File: config.mk
export PLATFORM = sky130hd
export DESIGN_NAME = seg_display_arbiter
export DESIGN_NICKNAME = d
export VERILOG_FILES = /design/src/rtl/seg_display_arbiter_pkg.sv /design/src/rtl/seg_display_arbiter_scan_timer.sv /design/src/rtl/seg_display_arbiter.sv
export SDC_FILE = /design/constraint.sdc
export NUM_CORES = 1
export LEC_CHECK = 0
export ABC_AREA = 1
export CAP_MARGIN = 10
export CORE_ASPECT_RATIO = 0.75
export CORE_MARGIN = 3
export CORE_UTILIZATION = 65
export CTS_BUF_LIST = sky130_fd_sc_hd__clkbuf_8
export CTS_CLUSTER_SIZE = 10
export DETAILED_ROUTE_END_ITERATION = 16
export DONT_BUFFER_PORTS = 1
export GPL_TIMING_DRIVEN = 0
export PLACE_DENSITY = 0.82
export SYNTH_ARGS = -nofsm -noshare
export SYNTH_HDL_FRONTEND = slang
export SYNTH_SLANG_ARGS = --single-unit
File: constraint.sdc
create_clock -name CLOCK -period 3.1 [get_ports CLOCK]
set_clock_uncertainty 0.1 [all_clocks]
set_input_delay 0.62 -clock CLOCK [delete_from_list [all_inputs] [get_ports CLOCK]]
set_output_delay 0.62 -clock CLOCK [all_outputs]
set_load 0.05 [all_outputs]
File: src/rtl/seg_display_arbiter_pkg.sv
// seg_display_arbiter_pkg: shared display constants, arbiter state encoding and round-robin pick
package seg_display_arbiter_pkg;

    localparam logic [6:0] SEG_BLANK = 7'h7F;
    localparam logic [3:0] AN_OFF    = 4'hF;
    localparam logic [6:0] SEG_L     = 7'b1000111;
    localparam logic [6:0] SEG_O     = 7'b1000000;
    localparam logic [6:0] SEG_A     = 7'b0001000;

    typedef enum logic {IDLE = 1'b0, OWN = 1'b1} state_t;

    // First requester after last in the cyclic order 0,1,2; returns last if none.
    function automatic logic [1:0] rr_pick(input logic [2:0] r, input logic [1:0] last);
        logic [1:0] p;
        logic [1:0] k;
        p = last;
        for (int i = 3; i >= 1; i--) begin
            k = 2'((int'(last) + i) % 3);
            if (r[k]) p = k;
        end
        return p;
    endfunction

endpackage

File: src/rtl/seg_display_arbiter_scan_timer.sv
// seg_scan_timer: digit-slot divider and 2-bit digit index for the display scan
module seg_scan_timer
    import seg_display_arbiter_pkg::*;
#(
    parameter int SCAN_DIV = 262144
) (
    input  logic       CLOCK,
    input  logic       RESET_N,
    output logic       tick,
    output logic [1:0] digit,
    output logic       frame_end
);

    localparam int DW = $clog2(SCAN_DIV);

    logic [DW-1:0] div;

    assign tick      = div == DW'(SCAN_DIV - 1);
    assign frame_end = tick && digit == 2'd3;

    always_ff @(posedge CLOCK or negedge RESET_N)
        if (!RESET_N) begin
            div   <= '0;
            digit <= '0;
        end else begin
            div   <= tick ? '0 : div + 1'b1;
            digit <= tick ? digit + 2'd1 : digit;
        end

endmodule

File: src/rtl/seg_display_arbiter.sv
// seg_display_arbiter: round-robin owner of the 4-digit display with frame snapshots and scan drive
module seg_display_arbiter
    import seg_display_arbiter_pkg::*;
#(
    parameter int SCAN_DIV    = 262144,
    parameter int HOLD_FRAMES = 4
) (
    input  logic        CLOCK,
    input  logic        RESET_N,
    input  logic [2:0]  req,
    input  logic [27:0] digits0,
    input  logic [27:0] digits1,
    input  logic [27:0] digits2,
    output logic [3:0]  an,
    output logic [6:0]  seg,
    output logic [2:0]  grant,
    output logic        frame_done
);

    localparam int HW = $clog2(HOLD_FRAMES + 1);

    state_t        state, nxt_state, st_eff;
    logic [1:0]    owner, last_grant, nxt_owner, digit, ndig;
    logic [HW-1:0] hold_cnt, hold_inc, nxt_hold;
    logic [27:0]   snapshot, nxt_snap;
    logic [2:0]    others;
    logic          tick, frame_end, arb, rot;

    seg_scan_timer #(.SCAN_DIV(SCAN_DIV)) u_timer (
        .CLOCK     (CLOCK),
        .RESET_N   (RESET_N),
        .tick      (tick),
        .digit     (digit),
        .frame_end (frame_end)
    );

    // A lost owner and an idle display both arbitrate freshly; rot is the contested-hold rotation.
    always_comb begin
        ndig      = digit + 2'd1;
        hold_inc  = hold_cnt == HW'(HOLD_FRAMES) ? hold_cnt : hold_cnt + 1'b1;
        others    = req & ~(3'b001 << owner);
        arb       = state == IDLE || !req[owner];
        rot       = !arb && hold_inc == HW'(HOLD_FRAMES) && |others;
        nxt_state = arb && !(|req) ? IDLE : OWN;
        nxt_owner = arb ? rr_pick(req, last_grant) : rot ? rr_pick(others, last_grant) : owner;
        nxt_hold  = arb || rot ? '0 : hold_inc;
        nxt_snap  = nxt_state == IDLE ? {4{SEG_BLANK}} :
                    nxt_owner == 2'd0 ? digits0 : nxt_owner == 2'd1 ? digits1 : digits2;
        st_eff    = frame_end ? nxt_state : state;
    end

    always_ff @(posedge CLOCK or negedge RESET_N)
        if (!RESET_N) begin
            state      <= IDLE;
            owner      <= '0;
            last_grant <= 2'd2;
            hold_cnt   <= '0;
            snapshot   <= {4{SEG_BLANK}};
            grant      <= '0;
            an         <= AN_OFF;
            seg        <= SEG_BLANK;
            frame_done <= 1'b0;
        end else begin
            frame_done <= frame_end;
            if (frame_end) begin
                state      <= nxt_state;
                owner      <= nxt_owner;
                hold_cnt   <= nxt_hold;
                snapshot   <= nxt_snap;
                last_grant <= nxt_state == OWN ? nxt_owner : last_grant;
                grant      <= nxt_state == OWN ? 3'b001 << nxt_owner : 3'b000;
            end
            // Digit 0 of a new frame comes straight from the incoming snapshot.
            if (tick) begin
                an  <= st_eff == IDLE ? AN_OFF : ~(4'b0001 << ndig);
                seg <= st_eff == IDLE ? SEG_BLANK : frame_end ? nxt_snap[6:0] : snapshot[7*ndig +: 7];
            end
        end

endmodule

* After elaboration in Yosys (flattened, before gate mapping)
Cells that the tools add are included. Widths: inputs -> output; s select.
Storage, ports and cells: word-level logic and storage cells 86, register bits 71, input port bits 89
Cells by class: bitwise gates (word level) 5, reduce and logical (&&, ||, !) cells 13, equal/unequal tests 5, $mul 1, shift-type cells 4, div/mod/pow operators 3, add/subtract/negate cells 6, $lt $le $gt $ge 4, mux-type cells 34
Operator list (count):
- $mod 32x3->32 const B | 3
- $mux 28 | 3
- $shiftx 28x6->7 | 1
- $add 18x1->18 const B | 1
- $eq 18x18->1 const B | 1
- $mux 18 | 1
- $mux 2 | 8
- $bmux 1 s2 | 7
- $mux 7 | 2
- $lt 2x3->1 const B | 4
- $mux 1 | 9
- $mux 3 | 3
- $add 2x2->3 const B | 2
- $eq 3x3->1 const B | 2
- $reduce_or 3->1 | 2
- $shl 1x2->3 const A | 2
- $mul 3x2->5 const A | 1
- $logic_and 1x1->1 | 4
- $mux 4 | 1
- $not 4->4 | 1
- $shl 1x2->4 const A | 1
- $add 2x1->3 const B | 1
- $add 3x1->3 const B | 1
- $and 3x3->3 | 1
- other kinds (9) | 13

* Logic depth before layout (Yosys ltp)
Gate-level depths: netlist of the first run.
depth in word-level cells 16, mapped depth 20, mapped depth without buffers 19

* Modules after synthesis
From an unflattened synthesis of the first run, not the netlist that was laid out.
Unflattened totals: cell total of the unflattened synthesis 596, area total of the unflattened synthesis 4546.9 µm²
Modules (own cells, without submodules):
- seg_display_arbiter | instances 1, seq. area each 1326.3 µm², area each 3468.3 µm², cells an instance 465
- seg_scan_timer | instances 1, seq. area each 500.5 µm², area each 1078.5 µm², cells an instance 131

* Least setup slack after synthesis of the first run
OpenSTA, ideal clock, no wires.
path kind flip-flop to flip-flop, from register last_grant[1], to register snapshot[10], buffers on the path 1, stages on the path, launching flop included 18, setup slack 0.728 ns, data required time 2.923 ns, library setup time 0.077 ns, arrival 2.195 ns, cell sequence dfstp_2 ha_1 inv_1 nand3_1 inv_1 nand2_1 nand2_1 nand2_1 nand2_1 inv_1 nand2_1 nand2_1 nor2_4 nor2_8 buf_6 nand2_1 nand3_1 o21a_1
Between the ends: word-level cells in the longest chain between the ends 13, elaborated cells between the ends (all ways) 31
RTL lines:
- start: declaration | line seg_display_arbiter.sv:23 | logic [1:0] owner, last_grant, nxt_owner, digit, ndig;
- start signal: assignment | line seg_display_arbiter.sv:70 | last_grant <= nxt_state == OWN ? nxt_owner : last_grant;
- $add 2x2->3 | line seg_display_arbiter_pkg.sv:18 | k = 2'((int'(last) + i) % 3);
- $mod 32x3->32 | line seg_display_arbiter_pkg.sv:18
- $bmux 1 s2 | line seg_display_arbiter_pkg.sv:19 | if (r[k]) p = k;
- $mux 1 (not written as such) | line seg_display_arbiter_pkg.sv:19
- $mux 2 (3 in series) | line seg_display_arbiter_pkg.sv:19
- $mux 2 | line seg_display_arbiter.sv:45 | nxt_owner = arb ? rr_pick(req, last_grant) : rot ? rr_pick(others, last_grant) : owner;
- $mux 2 (*) | line seg_display_arbiter.sv:45
- $eq 2x1->1 | line seg_display_arbiter.sv:48 | nxt_owner == 2'd0 ? digits0 : nxt_owner == 2'd1 ? digits1 : digits2;
- $mux 28 | line seg_display_arbiter.sv:48
- $mux 28 (*) | line seg_display_arbiter.sv:48
- $mux 28 (*) | line seg_display_arbiter.sv:47 | nxt_snap = nxt_state == IDLE ? {4{SEG_BLANK}} :
- end signal: assignment | line seg_display_arbiter.sv:58 | snapshot <= {4{SEG_BLANK}};
- end signal: assignment | line seg_display_arbiter.sv:69 | snapshot <= nxt_snap;
- end: declaration | line seg_display_arbiter.sv:25 | logic [27:0] snapshot, nxt_snap;
Every way passes the cells marked *; elsewhere a longest branch is shown, timed or not. The select of a mux whose other input is x is not followed. A chain may end at the register's enable or synchronous reset.

* Final worst setup path of the first run
from register last_grant[1], to register snapshot[11]
Same word-level chain as after synthesis.

==> results.yml, run 1 <==
routing:
  post-route-drc-count: 0
  drt-total-wl_um: 12200
  ant_nets: 0
  drtPass1Iterations: 8
  wl_met3_um: 1370
  wire_per_inst_um: 16.8
  met1_length_um: 5140
  first_iter_violations: 289
  via_per_inst: 5.84
  vias: 4237
  top_layer_used: "met4"
  met2_wirelength_um: 5480
timing:
  worstMarginPinSlew_ns: 0.878
  final_hold_viol_count: 0
  grt_setup_unrepaired: "false"
  slew_violations: 0
  relSlewSlack: 0.413
  whs_ns: 0.362
  setup_tns_ns: 0
  fmax_ghz: 0.351
  setup_viol: 0
  period_minus_slack_ns: 2.85
  min_period_over_period: 0.918
setup_path:
  crit_top_cell: "nand2_1"
  critPathMaxStageDelay_ns: 0.60
  crit_family: "simple AND/OR/NAND/NOR gates"
  worstSetupPathType: "reg -> reg"
  crit_start: "last_grant[1]$_DFFE_PN1P_"
  cp_max_fo: 10
  timing.rr.start: "last_grant[1]$_DFFE_PN1P_"
  path_cells: "ha_2 > inv_1 > nand3_1 > inv_1 > nand2_1 > nand2_1 > nand2_1 > nand2_1 > inv_1 > nand2_1 > nand2_1 > nor2_4 > buf_12 > nor2_8 > buf_6 > nand2_1 > nand3_1 > o21a_1"
  cp_slowest_cell: "dfstp_2"
  start_kind: "register"
  path_buf_inv: 5
  worst_ep_arrival_time_ns: 3.02
  crit_required_ns: 3.28
  cp-end-kind: "register"
yosys:
  synth.area.top_cells: "dfstp_2 23%, dfrtp_1 17%, nand2_1 14%, nand3_1 6.7%, inv_1 5.1%"
  synth_cell_types: 42
  seq_area_frac_synth: 0.396
  syn_inst: 609
  yosysTopAreaCell: "dfstp_2"
  synth-seq-cells: 71
  syn_area_um2: 4610
  syn_area_per_cell_um2: 7.58
  synth_fp_nets: 708
  yosysWarnings: 0
  synth_top_area_share: 0.228
cells_and_area:
  fin_area_um2: 5050
  num_antenna_cells: 0
  fillers: 485
  layout_common_cells: "172 x nand2_1, 64 x inv_1, 62 x nand3_1, 40 x dfstp_2, 39 x nor2_1"
  drive_above_1_share: 0.201
  stdcell_count: 726
  nNetsFinal: 726
  final_common_cell: "nand2_1"
  area_growth_pct: 9.38
clock_network:
  clkTransAtPathRegs_ns: 0.08
  cts_max_level: 3
  insertion_delay_ns: 0.34
  cts_tree: "yes"
  cts_sinks: 71
  cts_root_buf: "clkbuf_8"
  cts_buffers: 9
  cts_max_path_buffers: 2
global_routing:
  antenna_found_initial: 0
  grt_pass1_wl_um: 19500
  track_usage: 0.311
  grt_max_degree: 42
  first_global_vias: 4010
  overflow: 0
job:
  drv_cap: 0
die:
  start_util: 0.699
  die-area_um2: 8160
  row_count: 25
  ios: 104
  die_y_um: 79.0
  core_um2: 6600
  die_w_um: 103
power:
  power_leakage_nw: 2.45
  p_per_area_nw_per_um2: 418
  max-vdd-ir-drop_v: 0.000264
status:
  status: "finished clean"
place:
  dp_hpwl_um: 8980
  gp_congestion: 0.929
  placed_cells: 703
  placedInstanceArea_um2: 4730
  placement.io_buffers: 0
hold_path:
  min_path_type: "in -> reg"
  hold_path_startpoint: "digits0[24]"
[where the power goes]
part | switching (W) | leakage, nW | internal, W | total, W
Combinational | 0.000198 | 1.55 | 0.000118 | 0.000316
Clock | 0.000358 | 0.114 | 0.000472 | 0.000830
Sequential | 0.0000219 | 0.788 | 0.000941 | 0.000963
Total | 0.000577 | 2.45 | 0.00153 | 0.00211
[registers in the layout (all words and copies together), names as in the netlist]
name           count
snapshot          28
u_timer.div       18
seg                7
an                 4
grant              3
hold_cnt           3
last_grant         2
owner              2
u_timer.digit      2
frame_done         1
state              1
[cell families after synthesis]
group	count (synthesis)	synth area share
flops	71	0.396
xor+xnor	11	0.0209
buf+inv	88	0.0832
simple gates	330	0.341
compound gates	99	0.132
fa+ha+maj	10	0.0271
[cell usage after synthesis, drive strengths merged]
| master | n |
|---|---|
| buf | 13 |
| o211ai | 1 |
| dfstp | 40 |
| nand4 | 14 |
| o21ai | 39 |
| xnor2 | 3 |
| dfrtp | 31 |
| nor3 | 4 |
| xor2 | 8 |
| o41ai | 1 |
| nand3 | 64 |
| nor2 | 50 |
| clkbuf | 6 |
| inv | 69 |
| or2 | 12 |
| o22a | 3 |
| a21oi | 30 |
| nand2 | 186 |
| a22oi | 2 |
| o31ai | 1 |
| a22o | 1 |
| ha | 10 |
| o21a | 18 |
| a21boi | 1 |
| a2bb2oi | 2 |
[worst register-to-register path, stage by stage, from the launching register on]
cell and delay [ns]:
dfstp_2 0.60, ha_2 0.33, inv_1 0.20, nand3_1 0.12, inv_1 0.10, nand2_1 0.08
nand2_1 0.09, nand2_1 0.05, nand2_1 0.06, inv_1 0.03, nand2_1 0.10, nand2_1 0.10
nor2_4 0.14, buf_12 0.13, nor2_8 0.06, buf_6 0.14, nand2_1 0.06, nand3_1 0.10
o21a_1 0.20
[routing by layer]
metal	up-vias	track usage
met5	-	0
met4	0	0.0763
met3	22	0.0983
met2	252	0.489
met1	1954	0.420
li1	2009	-
[stage by stage]
step                      total power (W)  worst slack [ns]  utilization
after CTS                         0.00207             0.210        0.754
after floorplan                   0.00120             0.728            -
after detailed placement          0.00125             0.258        0.717
after global routing              0.00220           0.00423        0.765
final                             0.00211             0.254        0.765
after global placement            0.00125             0.265        0.717
[layout make-up]
cell class | instances | area, um2 | share of cell area
clock buffer | 10 | 138 | 0.0273
buffer | 19 | 128 | 0.0253
tap | 94 | 118 | 0.0233
clock inverter | 6 | 85.1 | 0.0169
multi-input combinational | 450 | 2410 | 0.477
sequential | 71 | 1830 | 0.362
inverter | 69 | 259 | 0.0513
timing repair buffer | 7 | 87.6 | 0.0174
[repair_timing]
action / 4_1_cts / 5_1_grt
endpoints found under the setup margin: 0 / 14
gates resized for setup: 0 / 2
buffers inserted: 0 / 2
hold endpoints to repair: 31 / 4
hold buffers: 1 / 4
[final timing paths]
path                                            end  slack [ns]  cells past startpoint
setup reg to reg           snapshot[11]$_DFFE_PN1P_        0.25                     18
setup / recovery           snapshot[11]$_DFFE_PN1P_        0.25                     18
min in group asynchronous   snapshot[6]$_DFFE_PN1P_        0.66                      1
hold reg to reg            u_timer.div[0]$_DFF_PN0_        0.37                      1
hold / removal             snapshot[24]$_DFFE_PN1P_        0.36                      4
max in group asynchronous      owner[0]$_DFFE_PN0P_        1.49                      2
(Power assumes the default switching activity.)
==> inputs of run 2 (changes only) <==
- REMOVE_ABC_BUFFERS: default -> 1
- SETUP_SLACK_MARGIN: default -> 0.05
==> run 2 against run 1 <==
Against the previous run:
- fmax is 1.3% lower
- setup slack worse by 0.037 ns
- first-iteration DRC count is 5.2% higher
- total power increased by 6.8%
- register-to-register slack worse by 0.04 ns
- clock-buffer cell count is 1 lower
- critical endpoint is now snapshot[13]$_DFFE_PN1P_
==> results.yml, run 2 (synthesis results as in run 1) <==
timing:
  fmax_ghz: 0.347
  setup_tns_ns: 0
  grt_setup_unrepaired: "false"
  relSlewSlack: 0.374
  min_period_over_period: 0.930
  setup_ws_ns: 0.218
  whs_ns: 0.349
  slew_violations: 0
  period_minus_slack_ns: 2.88
  final_hold_viol_count: 0
  worstMarginPinSlew_ns: 0.935
  setup_viol: 0
die:
  start_util: 0.699
  die-area_um2: 8160
  die_w_um: 103
  core_um2: 6600
  ios: 104
  die_y_um: 79.0
  row_count: 25
setup_path:
  cp-end-kind: "register"
  cp_max_fo: 10
  start_kind: "register"
  crit_start: "last_grant[1]$_DFFE_PN1P_"
  rrSetupSlack_ns: 0.22
  crit_required_ns: 3.27
  worst_ep_arrival_time_ns: 3.06
  worstSetupPathType: "reg -> reg"
  timing.rr.start: "last_grant[1]$_DFFE_PN1P_"
global_routing:
  grt_pass1_wl_um: 18200
  grt_max_degree: 42
  antenna_found_initial: 0
  track_usage: 0.289
  overflow: 0
  first_global_vias: 3807
cells_and_area:
  largest_reg_flops: 28
  drive_above_1_share: 0.208
  area_growth_pct: 10.4
  nNetsFinal: 720
  final_common_cell: "nand2_1"
  reg_top3: "snapshot: 28 flops, u_timer.div: 18 flops, seg: 7 flops"
  num_antenna_cells: 0
  largest_register: "snapshot"
  layout_common_cells: "171 x nand2_1, 62 x inv_1, 61 x nand3_1, 40 x dfstp_2, 38 x nor2_1"
status:
  status: "finished clean"
routing:
  post-route-drc-count: 0
  via_per_inst: 5.85
  first_iter_violations: 304
  wire_per_inst_um: 16.8
  drtPass1Iterations: 5
  vias: 4215
  drt-total-wl_um: 12100
  ant_nets: 0
job:
  drv_cap: 0
power:
  total_power_w: 0.00225
  p_per_area_nw_per_um2: 442
  max-vdd-ir-drop_v: 0.000255
  power_leakage_nw: 2.49
clock_network:
  insertion_delay_ns: 0.35
  cts_sinks: 71
  cts_buffers: 9
  cts_max_level: 3
  cts_max_path_buffers: 2
  cts_root_buf: "clkbuf_8"
  cts_tree: "yes"
  clkTransAtPathRegs_ns: 0.08
hold_path:
  min_path_type: "in -> reg"
  hold_path_startpoint: "digits0[7]"
place:
  preCtsSetupSlack_ns: -0.306
  placement.io_buffers: 0
  gp_congestion: 0.861
  dp_hpwl_um: 7600
==> run 2: layer usage <==
metal,wire (um),part of all wire,global-route usage
met5,0,0,0
met4,275,0.023,0.0634
met3,1000,0.083,0.0755
met2,5890,0.49,0.471
met1,4950,0.41,0.389
==> run 2: final cells by class <==
cell class	instances	area (um2)
clock buffer	9	124
clock inverter	7	136
fill	479	1510
inverter	69	259
multi-input combinational	452	2460
sequential	71	1830
tap	94	118
timing repair buffer	18	170
==> run 2: repair_timing <==
action / CTS / global route
gates resized for setup: 5 / 5
hold endpoints to repair: 31 / 13
pin swaps: 3 / 5
buffers inserted: 3 / 10
cloned: 1 / 1
endpoints found under the setup margin: 35 / 28
hold buffers: 2 / 3
==> run 2: final timing paths <==
kind                                            endpoint  depth (start not counted)
max in group asynchronous       snapshot[12]$_DFFE_PN1P_                          1
worst min register to register   snapshot[5]$_DFFE_PN1P_                          2
worst max register to register  snapshot[13]$_DFFE_PN1P_                         14
worst max-delay path            snapshot[13]$_DFFE_PN1P_                         14
min in group asynchronous       u_timer.div[8]$_DFF_PN0_                          2
worst min-delay path             snapshot[7]$_DFFE_PN1P_                          4
==> run 2: through the flow <==
stage               utilization  instances  cell area [um2]
finish                    0.772        720             5090
global route              0.772        720             5090
CTS                       0.750        706             4950
detailed placement        0.698        684             4610
global placement          0.698        684             4610
floorplan                     -        590             4490
==> run 2: report_power, final <==
part           internal [W]  switching [W]
sequential         0.000941      0.0000224
clock              0.000612       0.000360
combinational      0.000114       0.000204
==> run 2: worst max-delay path, cell delays in order, from the launching register on <==
cell and delay (ns):
dfstp_2 0.60, inv_1 0.08, ha_1 0.25, inv_1 0.12
nand2_1 0.09, nand2_1 0.06, nand2_1 0.04, o21ai_0 0.10
o211ai_1 0.15, nand2_2 0.31, a21boi_4 0.38, nand2_2 0.19
nand2_1 0.09, o21ai_1 0.06, a22oi_1 0.16
